==> src/rtl/axicb_pkg.sv <==
// rtl/axicb_pkg.sv - shared AXI crossbar encodings and misroute responder state type
//
// Contents:
//   RESP_OKAY / RESP_DECERR : AXI response encodings
//   mr_state_t              : misroute responder FSM states
package axicb_pkg;

  localparam logic [1:0] RESP_OKAY   = 2'b00;
  localparam logic [1:0] RESP_DECERR = 2'b11;

  typedef enum logic [1:0] {
    ST_IDLE  = 2'd0,
    ST_BURST = 2'd1,
    ST_DRAIN = 2'd2,
    ST_RESP  = 2'd3
  } mr_state_t;

endpackage

==> src/rtl/axicb_scfifo.sv <==
// rtl/axicb_scfifo.sv - single-clock register-file FIFO
//
// Ports:
//   clk, rst_n : clock, asynchronous active-low reset
//   clr        : synchronous clear (empties the FIFO)
//   push/wdata : write strobe and data (ignored when full)
//   pop        : read strobe (ignored when empty)
//   rdata      : head entry (valid while !empty)
//   full/empty : occupancy flags
module axicb_scfifo #(
  parameter int DW    = 16,
  parameter int DEPTH = 4
) (
  input  logic          clk,
  input  logic          rst_n,
  input  logic          clr,
  input  logic          push,
  input  logic [DW-1:0] wdata,
  input  logic          pop,
  output logic [DW-1:0] rdata,
  output logic          full,
  output logic          empty
);

  localparam int PW = (DEPTH > 1) ? $clog2(DEPTH) : 1;
  localparam int CW = $clog2(DEPTH + 1);

  logic [DW-1:0] mem [DEPTH];
  logic [PW-1:0] wptr;
  logic [PW-1:0] rptr;
  logic [CW-1:0] count;
  logic          do_push;
  logic          do_pop;

  // Pointers wrap explicitly so non power-of-two depths work.
  function automatic logic [PW-1:0] ptr_inc(input logic [PW-1:0] p);
    return (p == PW'(DEPTH - 1)) ? '0 : p + PW'(1);
  endfunction

  assign full    = (count == CW'(DEPTH));
  assign empty   = (count == '0);
  assign do_push = push && !full;
  assign do_pop  = pop && !empty;
  assign rdata   = mem[rptr];

  always_ff @(posedge clk) begin
    if (do_push) begin
      mem[wptr] <= wdata;
    end
  end

  always_ff @(posedge clk or negedge rst_n) begin
    if (!rst_n) begin
      wptr  <= '0;
      rptr  <= '0;
      count <= '0;
    end else if (clr) begin
      wptr  <= '0;
      rptr  <= '0;
      count <= '0;
    end else begin
      if (do_push) wptr <= ptr_inc(wptr);
      if (do_pop)  rptr <= ptr_inc(rptr);
      case ({do_push, do_pop})
        2'b10:   count <= count + CW'(1);
        2'b01:   count <= count - CW'(1);
        default: count <= count;
      endcase
    end
  end

endmodule

==> src/rtl/axicb_mr_responder.sv <==
// rtl/axicb_mr_responder.sv - terminating DECERR responder for misrouted AXI requests
//
// Optional build macro: AXICB_MR_RDATA_PATTERN_EN (read data = 8'hDE repeated, else 0)
//
// Ports:
//   aclk, aresetn   : clock, asynchronous active-low reset
//   srst            : synchronous active-high clear
//   a_valid/a_ready : misrouted AR/AW request handshake; a_id, a_len payload
//   w_valid/w_ready : write data sink (write responder only), w_last ends burst
//   c_valid/c_ready : completion handshake (R beats or B)
//   c_id, c_resp    : completion ID and response (DECERR while valid)
//   c_last, c_data  : RLAST / always 1 for B, RDATA
module axicb_mr_responder #(
  parameter int RD_PATH         = 0,
  parameter int AXI_ID_W        = 8,
  parameter int AXI_DATA_W      = 8,
  parameter int MST_OSTDREQ_NUM = 4
) (
  input  logic                  aclk,
  input  logic                  aresetn,
  input  logic                  srst,
  input  logic                  a_valid,
  output logic                  a_ready,
  input  logic [AXI_ID_W-1:0]   a_id,
  input  logic [7:0]            a_len,
  input  logic                  w_valid,
  output logic                  w_ready,
  input  logic                  w_last,
  output logic                  c_valid,
  input  logic                  c_ready,
  output logic [AXI_ID_W-1:0]   c_id,
  output logic [1:0]            c_resp,
  output logic                  c_last,
  output logic [AXI_DATA_W-1:0] c_data
);

  import axicb_pkg::*;

  localparam int QDEPTH = (MST_OSTDREQ_NUM < 2) ? 2 : MST_OSTDREQ_NUM;
  localparam int EW     = 8 + AXI_ID_W;

`ifdef AXICB_MR_RDATA_PATTERN_EN
  localparam logic [AXI_DATA_W-1:0] RDATA_FILL = {(AXI_DATA_W/8){8'hDE}};
`else
  localparam logic [AXI_DATA_W-1:0] RDATA_FILL = '0;
`endif

  logic          q_push;
  logic          q_pop;
  logic          q_full;
  logic          q_empty;
  logic [EW-1:0] q_rdata;

  mr_state_t             state;
  logic [7:0]            cnt;
  logic [7:0]            len;
  logic [AXI_ID_W-1:0]   id_q;

  assign a_ready = !q_full;
  assign q_push  = a_valid && a_ready;
  // The head entry is consumed at the same edge the FSM leaves IDLE.
  assign q_pop   = (state == ST_IDLE) && !q_empty && !srst;

  axicb_scfifo #(
    .DW    (EW),
    .DEPTH (QDEPTH)
  ) u_req_q (
    .clk   (aclk),
    .rst_n (aresetn),
    .clr   (srst),
    .push  (q_push),
    .wdata ({a_len, a_id}),
    .pop   (q_pop),
    .rdata (q_rdata),
    .full  (q_full),
    .empty (q_empty)
  );

  always_ff @(posedge aclk or negedge aresetn) begin
    if (!aresetn) begin
      state   <= ST_IDLE;
      cnt     <= '0;
      len     <= '0;
      id_q    <= '0;
      w_ready <= 1'b0;
      c_valid <= 1'b0;
      c_last  <= 1'b0;
      c_resp  <= RESP_OKAY;
      c_id    <= '0;
      c_data  <= '0;
    end else if (srst) begin
      state   <= ST_IDLE;
      cnt     <= '0;
      len     <= '0;
      id_q    <= '0;
      w_ready <= 1'b0;
      c_valid <= 1'b0;
      c_last  <= 1'b0;
      c_resp  <= RESP_OKAY;
      c_id    <= '0;
      c_data  <= '0;
    end else begin
      case (state)
        ST_IDLE: begin
          if (!q_empty) begin
            id_q  <= q_rdata[AXI_ID_W-1:0];
            len   <= q_rdata[EW-1 -: 8];
            cnt   <= '0;
            state <= (RD_PATH != 0) ? ST_BURST : ST_DRAIN;
          end
        end

        // First BURST cycle arms the registered outputs; afterwards they
        // only move on a completed handshake so the payload stays stable.
        ST_BURST: begin
          if (!c_valid) begin
            c_valid <= 1'b1;
            c_last  <= (cnt == len);
            c_resp  <= RESP_DECERR;
            c_id    <= id_q;
            c_data  <= RDATA_FILL;
          end else if (c_ready) begin
            if (c_last) begin
              c_valid <= 1'b0;
              c_last  <= 1'b0;
              c_resp  <= RESP_OKAY;
              c_id    <= '0;
              c_data  <= '0;
              state   <= ST_IDLE;
            end else begin
              // Terminates at cnt == len, so len = 255 never wraps cnt.
              cnt    <= cnt + 8'd1;
              c_last <= ((cnt + 8'd1) == len);
            end
          end
        end

        ST_DRAIN: begin
          if (!w_ready) begin
            w_ready <= 1'b1;
          end else if (w_valid) begin
            cnt <= cnt + 8'd1;
            if (w_last) begin
              w_ready <= 1'b0;
              c_valid <= 1'b1;
              c_last  <= 1'b1;
              c_resp  <= RESP_DECERR;
              c_id    <= id_q;
              state   <= ST_RESP;
            end
          end
        end

        ST_RESP: begin
          if (c_ready) begin
            c_valid <= 1'b0;
            c_last  <= 1'b0;
            c_resp  <= RESP_OKAY;
            c_id    <= '0;
            state   <= ST_IDLE;
          end
        end

        default: state <= ST_IDLE;
      endcase
    end
  end

endmodule

==> config.mk <==
export PLATFORM = sky130hd
export DESIGN_NAME = axicb_mr_responder
export DESIGN_NICKNAME = d
export VERILOG_FILES = /design/src/rtl/axicb_pkg.sv /design/src/rtl/axicb_scfifo.sv /design/src/rtl/axicb_mr_responder.sv
export SDC_FILE = /design/constraint.sdc
export NUM_CORES = 1
export LEC_CHECK = 0
export BUFFER_PORTS_ARGS = -buffer_cell sky130_fd_sc_hd__buf_2
export CAP_MARGIN = 30
export CELL_PAD_IN_SITES_DETAIL_PLACEMENT = 1
export CELL_PAD_IN_SITES_GLOBAL_PLACEMENT = 2
export CORE_UTILIZATION = 42
export DETAILED_ROUTE_END_ITERATION = 12
export GPL_ROUTABILITY_DRIVEN = 0
export HOLD_SLACK_MARGIN = 0.03
export PLACE_DENSITY = 0.9
export SLEW_MARGIN = 20
export SYNTH_ARGS = -nofsm -noshare
export SYNTH_HDL_FRONTEND = slang
export SYNTH_SLANG_ARGS = --single-unit
==> constraint.sdc <==
create_clock -name aclk -period 3 [get_ports aclk]
set_input_delay 0.15 -clock aclk [delete_from_list [all_inputs] [get_ports aclk]]
set_output_delay 0.15 -clock aclk [all_outputs]
set_load 0.1 [all_outputs]
# Word level (Yosys, flattened, before mapping)
# Memories as Yosys holds them, arrays and structs flattened.
# Cells that the tools add are included.
[totals]
regBits = 54
mem_bits_rw = 64
input_bits = 23
n_memories = 1
[op_classes]
add_sub_neg = 5
eq_ne = 24
muxes = 68
reduce_logical = 25
[mem_list]
columns = ["name", "depth", "width", "read_ports", "rd_ports_with_merged_regs", "wr", "line", "source"]
rows = [
  ["u_req_q.mem", 4, 16, 1, 0, 1, "axicb_scfifo.sv:28", "logic [DW-1:0] mem [DEPTH];"],
]
[ops]
columns = ["operator", "n"]
rows = [
  ["$mux 8", 24],
  ["$pmux 8 s3", 2],
  ["$mux 2", 17],
  ["$ne 3x3->1 const B", 9],
  ["$mux 1", 19],
  ["$eq 8x8->1", 2],
  ["$reduce_and 7->1", 2],
  ["$eq 2x2->1 const B", 5],
  ["$reduce_bool 2->1", 5],
  ["$add 8x1->8 const B", 1],
  ["$ne 4x4->1 const B", 2],
  ["$pmux 2 s4", 1],
  ["$reduce_and 8->1", 1],
  ["$reduce_bool 4->1", 2],
  ["$ne 3x2->1 const B", 2],
  ["$pmux 1 s3", 2],
  ["$pmux 2 s3", 1],
  ["$pmux 3 s2", 1],
  ["$reduce_and 6->1", 1],
  ["$logic_and 1x1->1", 5],
  ["$reduce_and 5->1", 1],
  ["$add 2x1->2 const B", 2],
  ["$eq 2x1->1 const B", 2],
  ["$add 3x1->3 const B", 1],
  ["other kinds (10)", 12],
]

# Longest topological paths before layout
[depth]
ltp_word = 8
mapped_depth = 10

# Hierarchy
# Synthesis repeated with hierarchy kept, for this count alone.
[hier_totals]
hier_cells = 362
hier_area_um2 = 4972.3
[modules_own_cells]
columns = ["module", "n_inst", "cells_per_inst", "area_per_inst_um2", "seq_area_each_um2"]
rows = [
  ["axicb_scfifo", 1, 146, 2885.3, 2097.0],
  ["axicb_mr_responder", 1, 216, 2087.0, 950.9],
]

# Least setup slack after synthesis
# Ideal clock, no wire load.
[synth_path]
kind = "flip-flop to flip-flop"
startpoint = "register w_ready"
endpoint = "register c_resp[0]"
arrival_ps = 2278
required_ps = 2872
path_slack_ps = 593
path_stages_with_launch = 7
path_buffers = 1
path_cell_list = "dfrtp_1 -> and3_1 -> o2bb2ai_1 -> a311o_1 -> a21oi_1 -> buf_4 -> mux2_1"
[synth_via]
elab_chain_cells = 2
[synth_rtl]
columns = ["element", "line", "source"]
rows = [
  ["from (decl)", "axicb_mr_responder.sv:27", "output logic w_ready,"],
  ["from (signal assigned)", "axicb_mr_responder.sv:85", "w_ready <= 1'b0;"],
  ["from (signal assigned)", "axicb_mr_responder.sv:96", "w_ready <= 1'b0;"],
  ["from (signal assigned)", "axicb_mr_responder.sv:140", "w_ready <= 1'b1;"],
  ["$ne 3x3->1 (no source line)", "-", ""],
  ["$reduce_and 7->1 (no source line)", "-", ""],
  ["to (signal assigned)", "axicb_mr_responder.sv:88", "c_resp <= RESP_OKAY;"],
  ["to (signal assigned)", "axicb_mr_responder.sv:99", "c_resp <= RESP_OKAY;"],
  ["to (signal assigned)", "axicb_mr_responder.sv:119", "c_resp <= RESP_DECERR;"],
  ["to (decl)", "axicb_mr_responder.sv:32", "output logic [1:0] c_resp,"],
]
# No other way between the ends.
# A chain may end at the register's enable or synchronous reset.

# Worst setup path after layout
[layout_path]
startpoint = "register state[1]"
endpoint = "register u_req_q.count[2]"
[layout_via]
elab_chain_cells = 7
[layout_rtl]
columns = ["element", "line", "source"]
rows = [
  ["from (decl)", "axicb_mr_responder.sv:54", "mr_state_t state;"],
  ["from (signal assigned)", "axicb_mr_responder.sv:109", "state <= (RD_PATH != 0) ? ST_BURST : ST_DRAIN;"],
  ["$logic_not 2->1 (*)", "axicb_mr_responder.sv:62", "assign q_pop = (state == ST_IDLE) && !q_empty && !srst;"],
  ["$logic_and 1x1->1 (*) (2 in a row)", "axicb_mr_responder.sv:62", ""],
  ["$logic_and 1x1->1 (*)", "axicb_scfifo.sv:43", "assign do_pop = pop && !empty;"],
  ["$eq 2x1->1 or $eq 2x2->1 (tied branches)", "axicb_scfifo.sv:64", "case ({do_push, do_pop})"],
  ["$pmux 3 s2", "axicb_scfifo.sv:64", ""],
  ["$mux 3", "axicb_scfifo.sv:57", "end else if (clr) begin"],
  ["to (signal assigned)", "axicb_scfifo.sv:65", "2'b10: count <= count + CW'(1);"],
  ["to (signal assigned)", "axicb_scfifo.sv:66", "2'b01: count <= count - CW'(1);"],
  ["to (signal assigned)", "axicb_scfifo.sv:67", "default: count <= count;"],
  ["to (decl)", "axicb_scfifo.sv:31", "logic [CW-1:0] count;"],
]
# Every way passes the cells marked *; elsewhere a longest branch is shown, timed or not.

==> flow_summary.ini <==
[timing]
worst_slew_pin_slew_ps = 799
fmax_ghz = 0.422
report.final.setup_viol = 0
rsz0062_at_grt = no
finalMaxSlewViolations = 0
hold_violations = 0
period_needed_ps = 2370
finalCritPeriodShare = 0.789
slew_headroom = 0.467
setup_ws_ps = 633
tns_ps = 0
skew_ps = 7.75

[synth]
syn_area_per_cell_um2 = 14.1
synth_async_sr_flop_share = 0.413
synth.ff_latch_count = 109
netlist.area_leader.share = 0.391
seq_area_frac_synth = 0.620
synth-warning-count = 0
ys_types = 55
synth_area_leaders = edfxtp_1 39%, dfrtp_1 23%, mux4_2 7.3%
synth_ff_type = edfxtp_1
netlist_area_um2 = 4920
syn_inst = 349
synth_edf_count = 64
netlist.top_cell.by_area = edfxtp_1

[grt]
overflow = 0
grt_pass1_wl_mm = 16.5
met1_usage = 0.236
grt_usage = 0.184
grt_busiest_layer = met2
grt_max_degree = 29
met2_usage = 0.305
first_global_vias = 3142
met3_usage = 0.0388
grt_antenna_before_repair = 0

[cts]
clockBufferDepth = 2
post-cts-setup-buffer-count = 0
clock-root-buffer = clkbuf_16
clk_pin_slew_worst_paths_ps = 80
h-tree-depth = 3
clk_latency_ps = 350
cts_tree = yes
cts.sinks = 109
numCtsBuffers = 9

[setup_path]
critPathCapture = u_req_q.count[2]
slowest_delay_ps = 460
rr_startpoint = state[1]
reg2reg_slack_ps = 630
path_depth = 9
worst-r2r-cell-count = 9
startpoint = state[1]
cp_slowest_cell = dfrtp_1
worstPathRequired_ps = 3280
arrival_ps = 2650
critical_path.top_delay_family = adder cells
r2r-end = u_req_q.count[2]
critPathBufInv = 2
crit_chain = inv_1, ha_1, nand2b_1, nor2_2, nand2_1, inv_1, fa_1, mux4_1, a21oi_1
end_kind = register
timing_worst_setup_path_type = reg -> reg
cpMostUsedCell = inv_1
worstPathMaxFanout = 10
cp-start-kind = register

[routing]
initialDrtViolationCount = 165
finalWirelength_mm = 10.0
viasPerCell = 5.36
vias = 2912
wl_per_cell_um = 18.5
ant_nets = 0
drc = 0
firstDrtPassIters = 4

[pwr]
p_int_uw = 3110
switching_share = 0.398
p_switching_uw = 2050
seqPwrFrac = 0.408
power_frac_clock = 0.240
power_density_nw_per_um2 = 912
leakagePower_uw = 0.00226
vdd_drop_max_mv = 0.533
combPwrFrac = 0.352

[placement]
dp_hpwl_mm = 6.85
numPortBuffers = 36
preCtsSetupSlack_ps = 623
place_inst = 511

[layout]
layout_commonest_cell = edfxtp_1
diodes = 0
nets = 429
area_growth_pct = 15.1
layoutNonFillerInstCount = 543
final_cell_mix = 64 x edfxtp_1, 45 x dfrtp_1, 36 x buf_2
drive_gt1_frac = 0.205
n_fill_cell = 1158
final_util = 0.496

[floorplan]
rows = 39
die_w_um = 110
num_io_pins = 45
die_area_um2 = 12100
initial_core_util = 0.431
die_h_um = 110
core_um2 = 11400

[run_status]
status = finished clean

[flow_run]
maxCapViolations = 0

[worst_hold_path]
worst_hold_path_type = in -> reg
[timing repair]
item,4_1_cts,5_1_grt
resized for setup,0,0
hold buffers,16,0
endpoints found under the hold margin,76,0
[layer usage]
| metal | wire (µm) | part of all wire |
|---|---|---|
| met5 | 0 | 0 |
| met4 | 178 | 0.018 |
| met3 | 268 | 0.027 |
| met2 | 5140 | 0.51 |
| met1 | 4450 | 0.44 |
[cell families (layout without fill, tap and decap cells)]
group                    after synthesis  count (layout)  synth area share
AO/OA/AOI/OAI                         63              63            0.0944
AND/OR/NAND/NOR                       81              81            0.0870
XOR/XNOR                              13              13            0.0232
flip-flops                           109             109             0.620
buffers and inverters                 44              88            0.0458
other                                  1               8          0.000763
adder cells (fa/ha/maj)               11              11            0.0295
multiplexers                          27              27            0.0995
[state kept, by name (all words and copies together) (netlist names)]
register / count
c_resp: 1
u_req_q.mem: 64
len: 8
u_req_q.rptr: 2
c_id: 8
state: 2
cnt: 8
u_req_q.count: 3
id_q: 8
c_valid: 1
u_req_q.wptr: 2
w_ready: 1
c_last: 1
[stage by stage]
stage | power [µW] | cell area (µm²) | hold WS [ps]
6_report | 5160 | 5660 | 43.8
5_1_grt | 5440 | 5660 | 35.2
4_1_cts | 5210 | 5660 | 37.0
3_5_place_dp | 3940 | 5180 | 126
3_3_place_gp | 3870 | 5160 | 360
2_1_floorplan | 3550 | 4940 | -146
[worst min-delay path by stage]
stage                        start  slack (ps)  depth (start not counted)                  to
after floorplan            aresetn        -150                          0             c_id[0]
after global placement     aresetn         360                          1     u_req_q.wptr[0]
after detailed placement   aresetn         130                          1     u_req_q.wptr[0]
after CTS                 a_len[2]          40                          1  u_req_q.mem[0][10]
after global routing      a_len[2]          40                          1  u_req_q.mem[0][10]
final                     a_len[2]          40                          1  u_req_q.mem[0][10]
[synthesized netlist by cell type, types with 5 or more instances]
cell type / count
nand3_1: 6
dfrtp_1: 45
nor2b_1: 6
buf_4: 11
mux2i_1: 8
nor2_1: 19
clkbuf_1: 7
buf_2: 9
nand2b_1: 6
edfxtp_1: 64
nor3_1: 5
xnor2_1: 7
a22o_1: 19
a21oi_1: 5
nand2_1: 19
o21ai_0: 11
mux4_2: 16
ha_1: 10
o31ai_1: 7
xor2_1: 6
inv_1: 16
[power groups by stage]
stage / Sequential (µW) / Clock (µW) / Combinational [µW]
detailed placement: 2130 / 0 / 1800
CTS: 2110 / 1270 / 1830
global placement: 2110 / 0 / 1760
global route: 2150 / 1320 / 1970
finish: 2100 / 1240 / 1810
floorplan: 2400 / 0 / 1150
[layout make-up]
type / instances / area, µm² / share of cell area
Multi-Input combinational cell: 203 / 1670 / 0.295
Timing Repair Buffer: 56 / 383 / 0.0677
Clock buffer: 9 / 225 / 0.0398
Tap cell: 143 / 179 / 0.0316
Inverter: 16 / 60.1 / 0.0106
Sequential cell: 109 / 3050 / 0.539
Clock inverter: 7 / 93.8 / 0.0166
Power figures use the tool's default switching activity.
